[src/rtl/norm_arbiter.sv]
// Round-robin arbiter that shares one pipelined normalize unit among NREQ requesters
// and returns each in-order result to the requester that issued it, using a tag FIFO.
module norm_arbiter #(
    parameter int WIDTH = 16,
    parameter int NREQ  = 4,
    parameter int DEPTH = 8
) (
    input  logic                       clock,
    input  logic                       reset_n,
    input  logic [NREQ-1:0]            req_valid_i,
    output logic [NREQ-1:0]            req_ready_o,
    input  logic [NREQ*WIDTH-1:0]      req_data_i,
    output logic                       nu_valid_o,
    output logic [WIDTH-1:0]           nu_data_o,
    input  logic                       nu_valid_i,
    input  logic [WIDTH-1:0]           nu_data_i,
    input  logic [$clog2(WIDTH)-1:0]   nu_norm_i,
    output logic [NREQ-1:0]            res_valid_o,
    output logic [WIDTH-1:0]           res_data_o,
    output logic [$clog2(WIDTH)-1:0]   res_norm_o,
    output logic [$clog2(DEPTH+1)-1:0] inflight_o,
    output logic                       err_o
);

    localparam int NW = $clog2(WIDTH);
    localparam int IW = $clog2(NREQ);
    localparam int CW = $clog2(DEPTH+1);
    localparam int PW = (DEPTH > 1) ? $clog2(DEPTH) : 1;

    logic [IW-1:0]    rr_ptr_q, rr_ptr_d;
    logic             nu_valid_q, nu_valid_d;
    logic [WIDTH-1:0] nu_data_q, nu_data_d;
    logic [PW-1:0]    wr_ptr_q, wr_ptr_d;
    logic [PW-1:0]    rd_ptr_q, rd_ptr_d;
    logic [IW-1:0]    tag_mem_q [DEPTH];
    logic [IW-1:0]    tag_mem_d [DEPTH];
    logic [NREQ-1:0]  res_valid_q, res_valid_d;
    logic [WIDTH-1:0] res_data_q, res_data_d;
    logic [NW-1:0]    res_norm_q, res_norm_d;
    logic [CW-1:0]    inflight_q, inflight_d;
    logic             err_q, err_d;

    logic             credit_ok;
    logic             grant_any;
    logic [IW-1:0]    grant_idx;
    logic [NREQ-1:0]  grant_vec;
    logic [IW:0]      scan_sum;
    logic [IW-1:0]    scan_idx;
    logic             transfer;
    logic             pop;
    logic             spurious;

    // Credit is withheld while reset is asserted so no grant is ever shown during reset.
    // A return in the current cycle never frees a slot until the counter updates.
    always_comb begin
        credit_ok = reset_n && (inflight_q < CW'(DEPTH));
        grant_any = 1'b0;
        grant_idx = '0;
        grant_vec = '0;
        scan_sum  = '0;
        scan_idx  = '0;
        for (int i = 0; i < NREQ; i++) begin
            scan_sum = {1'b0, rr_ptr_q} + (IW+1)'(i);
            if (scan_sum >= (IW+1)'(NREQ)) begin
                scan_sum = scan_sum - (IW+1)'(NREQ);
            end
            scan_idx = scan_sum[IW-1:0];
            if (!grant_any && req_valid_i[scan_idx]) begin
                grant_any = 1'b1;
                grant_idx = scan_idx;
            end
        end
        if (grant_any && credit_ok) begin
            grant_vec[grant_idx] = 1'b1;
        end
    end

    assign transfer = grant_any && credit_ok;
    // The tag FIFO occupancy always equals the in-flight count, so it doubles as the empty flag.
    assign pop      = nu_valid_i && (inflight_q != '0);
    assign spurious = nu_valid_i && (inflight_q == '0);

    always_comb begin
        rr_ptr_d    = rr_ptr_q;
        nu_valid_d  = transfer;
        nu_data_d   = nu_data_q;
        wr_ptr_d    = wr_ptr_q;
        rd_ptr_d    = rd_ptr_q;
        tag_mem_d   = tag_mem_q;
        res_valid_d = '0;
        res_data_d  = res_data_q;
        res_norm_d  = res_norm_q;
        inflight_d  = inflight_q;
        err_d       = err_q | spurious;

        if (transfer) begin
            if (grant_idx == IW'(NREQ-1)) begin
                rr_ptr_d = '0;
            end else begin
                rr_ptr_d = grant_idx + IW'(1);
            end
            nu_data_d           = req_data_i[grant_idx*WIDTH +: WIDTH];
            tag_mem_d[wr_ptr_q] = grant_idx;
            wr_ptr_d            = wr_ptr_q + PW'(1);
        end

        if (pop) begin
            res_valid_d[tag_mem_q[rd_ptr_q]] = 1'b1;
            res_data_d = nu_data_i;
            res_norm_d = nu_norm_i;
            rd_ptr_d   = rd_ptr_q + PW'(1);
        end

        case ({transfer, pop})
            2'b10:   inflight_d = inflight_q + CW'(1);
            2'b01:   inflight_d = inflight_q - CW'(1);
            default: inflight_d = inflight_q;
        endcase
    end

    always_ff @(posedge clock or negedge reset_n) begin
        if (!reset_n) begin
            rr_ptr_q    <= '0;
            nu_valid_q  <= 1'b0;
            nu_data_q   <= '0;
            wr_ptr_q    <= '0;
            rd_ptr_q    <= '0;
            tag_mem_q   <= '{default: '0};
            res_valid_q <= '0;
            res_data_q  <= '0;
            res_norm_q  <= '0;
            inflight_q  <= '0;
            err_q       <= 1'b0;
        end else begin
            rr_ptr_q    <= rr_ptr_d;
            nu_valid_q  <= nu_valid_d;
            nu_data_q   <= nu_data_d;
            wr_ptr_q    <= wr_ptr_d;
            rd_ptr_q    <= rd_ptr_d;
            tag_mem_q   <= tag_mem_d;
            res_valid_q <= res_valid_d;
            res_data_q  <= res_data_d;
            res_norm_q  <= res_norm_d;
            inflight_q  <= inflight_d;
            err_q       <= err_d;
        end
    end

    assign req_ready_o = grant_vec;
    assign nu_valid_o  = nu_valid_q;
    assign nu_data_o   = nu_data_q;
    assign res_valid_o = res_valid_q;
    assign res_data_o  = res_data_q;
    assign res_norm_o  = res_norm_q;
    assign inflight_o  = inflight_q;
    assign err_o       = err_q;

endmodule

[config.mk]
export PLATFORM = sky130hd
export DESIGN_NAME = norm_arbiter
export DESIGN_NICKNAME = d
export VERILOG_FILES = /design/src/rtl/norm_arbiter.sv
export SDC_FILE = /design/constraint.sdc
export NUM_CORES = 1
export LEC_CHECK = 0
export BUFFER_PORTS_ARGS = -buffer_cell sky130_fd_sc_hd__buf_4
export CAP_MARGIN = 40
export CORE_MARGIN = 2
export CORE_UTILIZATION = 53
export CTS_CLUSTER_SIZE = 30
export DETAILED_ROUTE_END_ITERATION = 6
export HOLD_SLACK_MARGIN = 0.05
export PLACE_DENSITY = 0.86
export SLEW_MARGIN = 20
export SYNTH_ARGS = -nofsm -noshare
export SYNTH_HDL_FRONTEND = slang
export SYNTH_SLANG_ARGS = --single-unit
[constraint.sdc]
create_clock -name clock -period 5.96 [get_ports clock]
set_clock_uncertainty 0.15 [all_clocks]
set_input_delay 0.298 -clock clock [delete_from_list [all_inputs] [get_ports clock]]
set_output_delay 0.298 -clock clock [all_outputs]
set_load 0.005 [all_outputs]
==> results of run 1 <==
state kept, by name (all words and copies together) (netlist names):
register     cells
res_data_o      16
nu_valid_o       1
rd_ptr_q         3
tag_mem_q       16
inflight_o       4
nu_data_o       16
res_valid_o      4
res_norm_o       4
wr_ptr_q         3
rr_ptr_q         2
err_o            1
metal layers:
metal / up-vias / GRT usage [%]
li1: 1564 / -
met1: 1647 / 32.4
met2: 141 / 47.8
met3: 24 / 5.05
met4: 0 / 9.94
met5: - / 0
what timing repair did:
item | CTS | global route
hold buffers | 22 | 0
hold endpoints to repair | 91 | 0
setup endpoints to repair | 0 | 0
final timing paths:
kind	startpoint	end	slack, ns	cells past startpoint
worst max-delay path	inflight_o[0]	inflight_o[2]	2.30	10
worst min-delay path	req_data_i[48]	nu_data_o[0]	0.11	3
worst max register to register	inflight_o[0]	inflight_o[2]	2.30	10
worst min register to register	res_data_o[12]	res_data_o[12]	0.33	2
max in group asynchronous	reset_n	tag_mem_q[11]	4.89	3
min in group asynchronous	reset_n	res_data_o[4]	0.23	2
placed cells by master, fill, tap and decap left out, types with 5 or more instances in the layout:
master and count:
mux4_2 5, mux2i_1 18, nor2b_1 5, nand2_1 82, o21ai_1 6, clkbuf_8 11, o22ai_1 16, xnor2_1 5
mux2_2 5, nor3b_1 16, buf_4 142, o21ai_0 21, ha_1 9, nor2_1 9, dlygate4sd3_1 22, a21oi_1 6
a211oi_1 17, dfrtp_1 70
cell families after synthesis:
family | after synthesis | synth area share, %
compound gates | 72 | 12.5
xor+xnor | 9 | 2.19
fa+ha+maj | 9 | 3.13
buf+inv | 27 | 3.73
flops | 70 | 48.8
mux | 28 | 9.72
simple gates | 140 | 20.0
stage by stage:
| step | util (%) | setup slack, ns |
|---|---|---|
| finish | 77.2 | 2.30 |
| global route | 77.2 | 2.16 |
| CTS | 77.0 | 1.73 |
| detailed placement | 70.2 | 1.78 |
| global placement | 69.4 | 1.97 |
| floorplan | - | 3.14 |
critical path, stage by stage, from the launching register on:
cell and delay, ns:
dfrtp_1 0.46, nor4_1 0.45, nand2b_1 0.27, clkinv_1 0.66, ha_1 0.56, xor2_1 0.17
ha_1 0.19, a21oi_1 0.22, xor2_1 0.21, nor2_1 0.07, xor2_1 0.14
cell usage after synthesis, drive strengths merged (2+ instances only):
| cell | number | area (sq um) |
|---|---|---|
| inv | 3 | 13.8 |
| dfrtp | 70 | 1750 |
| nor2b | 6 | 40.0 |
| nand2 | 82 | 308 |
| nand2b | 2 | 12.5 |
| nand4b | 2 | 17.5 |
| o21ai | 27 | 135 |
| nor4b | 3 | 41.3 |
| clkbuf | 13 | 48.8 |
| a21oi | 6 | 30.0 |
| and2 | 4 | 25.0 |
| mux2i | 18 | 180 |
| a211oi | 17 | 128 |
| buf | 10 | 67.6 |
| nor3 | 4 | 20.0 |
| mux2 | 5 | 56.3 |
| mux4 | 5 | 113 |
| xor2 | 4 | 35.0 |
| xnor2 | 5 | 43.8 |
| nor4 | 3 | 33.8 |
| o22ai | 16 | 100 |
| nand3b | 4 | 33.8 |
| ha | 9 | 113 |
| nor2 | 9 | 33.8 |
| nor3b | 16 | 120 |
layout make-up:
type	instances	share of cell area (%)
Timing Repair Buffer	167	25.9
Sequential cell	70	34.0
Inverter	4	0.340
Clock inverter	4	1.50
Clock buffer	12	3.01
Tap cell	80	1.94
Multi-Input combinational cell	258	33.3
where the power goes:
part / switching (mW) / internal [mW] / total (mW)
Sequential: 0.183 / 0.675 / 0.857
Clock: 0.180 / 0.261 / 0.441
Combinational: 0.466 / 0.507 / 0.973
==> out/results.ini, run 1 <==
[synthesis]
synthFlopType=dfrtp_1
syn-instance-count=355
yosysSeqAreaShare_pct=48.8
yosys_warnings=0
ys_async_sr_fraction_pct=100
syn-cell-area_sq_um=3590
synth_edf_count=0
syn-num-nets=455
synth_cell_types=46
ys_ff_latch=70
syn_avg_cell_area_sq_um=10.1

[detailed_routing]
drt-total-wl_mm=10.0
wl_met1_mm=3.84
wl_met3_microns=555
vias=3376
vias_per_cell=5.67
top_layer=met4
wl_per_cell_microns=16.9
drtIter0Drc=154
postRouteAntennaNets=0
route.detailed.drc=0
firstDrtPassIters=4
wl_met2_mm=5.45

[worst_setup_path]
required_ns=6.03
crit_type=reg -> reg
cp_max_fo=27
endpoint_kind=register
cp-start-kind=register
crit_arrival_ns=3.72

[placed_design]
gp_congestion=0.786
dpl_cell_area_sq_um=4690
placed_cells=556
hpwl_mm=6.58
io_buffers=140

[global_routing]
grt_pass1_wl_mm=15.8
antenna_found_initial=0
grt_pass1_vias=3402
grt_max_degree=55
grt_usage_pct=26.9
grt-ovfl-total=0

[die]
rows=30
core-area_sq_um=6680
die_h_microns=86.3
die_w_microns=86.3
initial_core_util_pct=53.8
die_area_sq_um=7450
io_pins=141

[clocking]
cts_root_buffer=clkbuf_8
clkTransAtPathRegs_ns=0.07
clkSinkCount=70
cts_max_path_buffers=2
h-tree-depth=3
cts_buffers=9
post_cts_buffers=0
cts_tree=done
cts_resized=0
insertion_delay_ns=0.34

[final_layout]
finalInstanceArea_sq_um=5150
fillers=428
synthToLayoutAreaGrowth_pct=43.5
n_antenna_cell=0
final_nets=610
instances_no_fill=595
regArea_sq_um=1750
multi_input_area_sq_um=1720
drive_above_1_share_pct=34.4

[min_path]
hold_class=in -> reg

[sta]
rsz0062_at_grt=false
finalMaxSlewViolations=0
min_period_ns=3.66
finalSetupViolations=0
finalHoldViolCount=0
finalSetupTns_ns=0
fmax_mhz=273
worst_slew_pin_slew_ns=0.801
slew-limit-headroom_pct=46.6
whs_ns=0.106
fin_crit_sh_pct=61.4

[pwr]
peakVddDrop_uv=217
p_total_mw=2.27
p_leak_nw=2.52
p_per_area_nw_per_um2=441

[flow_run]
cap_violations=0

[status]
status=complete, no violations

Note: power is estimated with default switching activity, not from simulation.
==> inputs of run 2 (changes only) <==
--- a/config.mk
+++ b/config.mk
@@ -8,11 +8,11 @@
 export BUFFER_PORTS_ARGS = -buffer_cell sky130_fd_sc_hd__buf_4
 export CAP_MARGIN = 40
 export CORE_MARGIN = 2
-export CORE_UTILIZATION = 53
+export CORE_UTILIZATION = 49
 export CTS_CLUSTER_SIZE = 30
 export DETAILED_ROUTE_END_ITERATION = 6
 export HOLD_SLACK_MARGIN = 0.05
-export PLACE_DENSITY = 0.86
+export PLACE_DENSITY = 0.8
 export SLEW_MARGIN = 20
 export SYNTH_ARGS = -nofsm -noshare
 export SYNTH_HDL_FRONTEND = slang
==> constraint.sdc (replaced) <==
create_clock -name clock -period 3.4 [get_ports clock]
set_clock_uncertainty 0.15 [all_clocks]
set_input_delay 0.17 -clock clock [delete_from_list [all_inputs] [get_ports clock]]
set_output_delay 0.17 -clock clock [all_outputs]
set_load 0.005 [all_outputs]
==> run 2 against run 1 <==
  * Non-clock buffer count grew 51
  * First-iteration DRC count is 50% higher
  * Critical endpoint is now nu_data_o[13]
  * Die area rose by 7.8%
==> out/results.ini, run 2 (synthesis gave the netlist of run 1 again) <==
[final_layout]
n_antenna_cell=0
final_nets=661
drive_above_1_share_pct=32.4
final_common_cell=buf_4
fillers=419
synthToLayoutAreaGrowth_pct=58.6
final_cell_mix=buf_4 (147), nand2_1 (82), dfrtp_1 (69), dlygate4sd3_1 (69), o21ai_0 (21)

[global_routing]
antenna_found_initial=0
grt_pass1_vias=3684
grt-ovfl-total=0
grt_pass1_wl_mm=17.6
grt_usage_pct=29.2
grt_max_degree=61

[pwr]
p_leak_nw=2.74
peakVddDrop_uv=387
p_total_mw=4.34
p_per_area_nw_per_um2=763

[detailed_routing]
top_layer=met4
postRouteAntennaNets=0
vias=3607
wl_per_cell_microns=16.9
drt-total-wl_mm=11.2
vias_per_cell=5.43
wl_met3_microns=666
route.detailed.drc=0
wl_met2_mm=5.81
firstDrtPassIters=5
wl_met1_mm=4.33
drtIter0Drc=231

[placed_design]
hpwl_mm=6.75
dpl_worst_slack_ns=0.885
gp_congestion=0.844
io_buffers=140

[sta]
finalHoldViolCount=0
finalSetupTns_ns=0
fin_crit_sh_pct=95.8
finalMaxSlewViolations=0
slew-limit-headroom_pct=53.6
fmax_mhz=307
rsz0062_at_grt=false
worst_slew_pin_slew_ns=0.686
min_period_ns=3.26
finalSetupViolations=0
fin_ws_ns=0.142

[worst_setup_path]
cp_max_fo=26
crit_arrival_ns=3.34
endpoint_kind=register
cp-start-kind=register
crit_type=reg -> reg
required_ns=3.48

[die]
die_area_sq_um=8030
rows=31
io_pins=141
die_h_microns=89.6
initial_core_util_pct=50.1
core-area_sq_um=7180
die_w_microns=89.6

[clocking]
cts_buffers=9
h-tree-depth=3
cts_tree=done
clkTransAtPathRegs_ns=0.08
cts_max_path_buffers=2
insertion_delay_ns=0.35
post_cts_buffers=0
cts_root_buffer=clkbuf_8
clkSinkCount=70

[flow_run]
cap_violations=0

[min_path]
hold_class=in -> reg

[status]
status=complete, no violations

==> run 2: changes by cell type in the layout (fill, tap and decap cells not counted), moves of 2 or more <==
cell	change
clkbuf_8	-2
buf_6	-2
dlygate4sd3_1	+47
buf_4	+5
==> run 2: worst paths after layout <==
kind / slack, ns / endpoint / cells after the start / startpoint
max in group asynchronous: 2.39 / tag_mem_q[11] / 4 / reset_n
min: 0.06 / nu_data_o[7] / 3 / req_data_i[23]
min in group asynchronous: 0.16 / nu_data_o[1] / 3 / reset_n
max: 0.14 / nu_data_o[13] / 9 / rr_ptr_q[0]
max reg2reg: 0.14 / nu_data_o[13] / 9 / rr_ptr_q[0]
min reg2reg: 0.31 / err_o / 1 / err_o
==> run 2: final cells by class <==
type / instances / area (sq um) / area share (%)
clock buffers: 9 / 124 / 2.17
clock inverters: 6 / 111 / 1.96
inverters: 4 / 22.5 / 0.395
multi-input cells: 258 / 1720 / 30.3
flip-flops and latches: 70 / 1750 / 30.8
well taps: 99 / 124 / 2.17
repair buffers: 218 / 1840 / 32.2
==> run 2: metal layers <==
| metal | GRT usage, % | up-vias |
|---|---|---|
| met5 | 0 | - |
| li1 | - | 1663 |
| met3 | 6.86 | 39 |
| met4 | 15.3 | 0 |
| met2 | 50.2 | 151 |
| met1 | 33.9 | 1754 |
==> run 2: through the flow <==
step / instance area [sq um] / instances / hold slack, ns / util (%)
2_1_floorplan: 3590 / 355 / -0.276 / -
3_3_place_gp: 4710 / 578 / 0.209 / 65.7
3_5_place_dp: 4760 / 580 / -0.0120 / 66.3
4_1_cts: 5680 / 664 / 0.0523 / 79.2
5_1_grt: 5700 / 664 / 0.0759 / 79.4
6_report: 5700 / 664 / 0.0589 / 79.4
==> run 2: power breakdown <==
group	leakage (nW)	total [mW]	switching, mW	internal [mW]
clock	0.115	0.810	0.327	0.483
sequential	0.848	1.50	0.315	1.18
combinational	1.77	2.04	0.902	1.13
==> run 2: what timing repair did <==
action,4_1_cts,5_1_grt
gates resized for setup,0,6
endpoints found under the setup margin,0,15
hold endpoints to repair,107,0
hold buffers,69,0
==> run 2: worst max-delay path, cell delays in order, from the launching register on <==
cell	delay, ns
dfrtp_2	0.48
nor2b_4	0.20
nor4b_4	0.07
buf_4	0.21
or2_1	0.32
inv_8	0.22
mux2i_1	0.23
dlygate4sd3_1	0.60
o22ai_1	0.08
dlygate4sd3_1	0.56
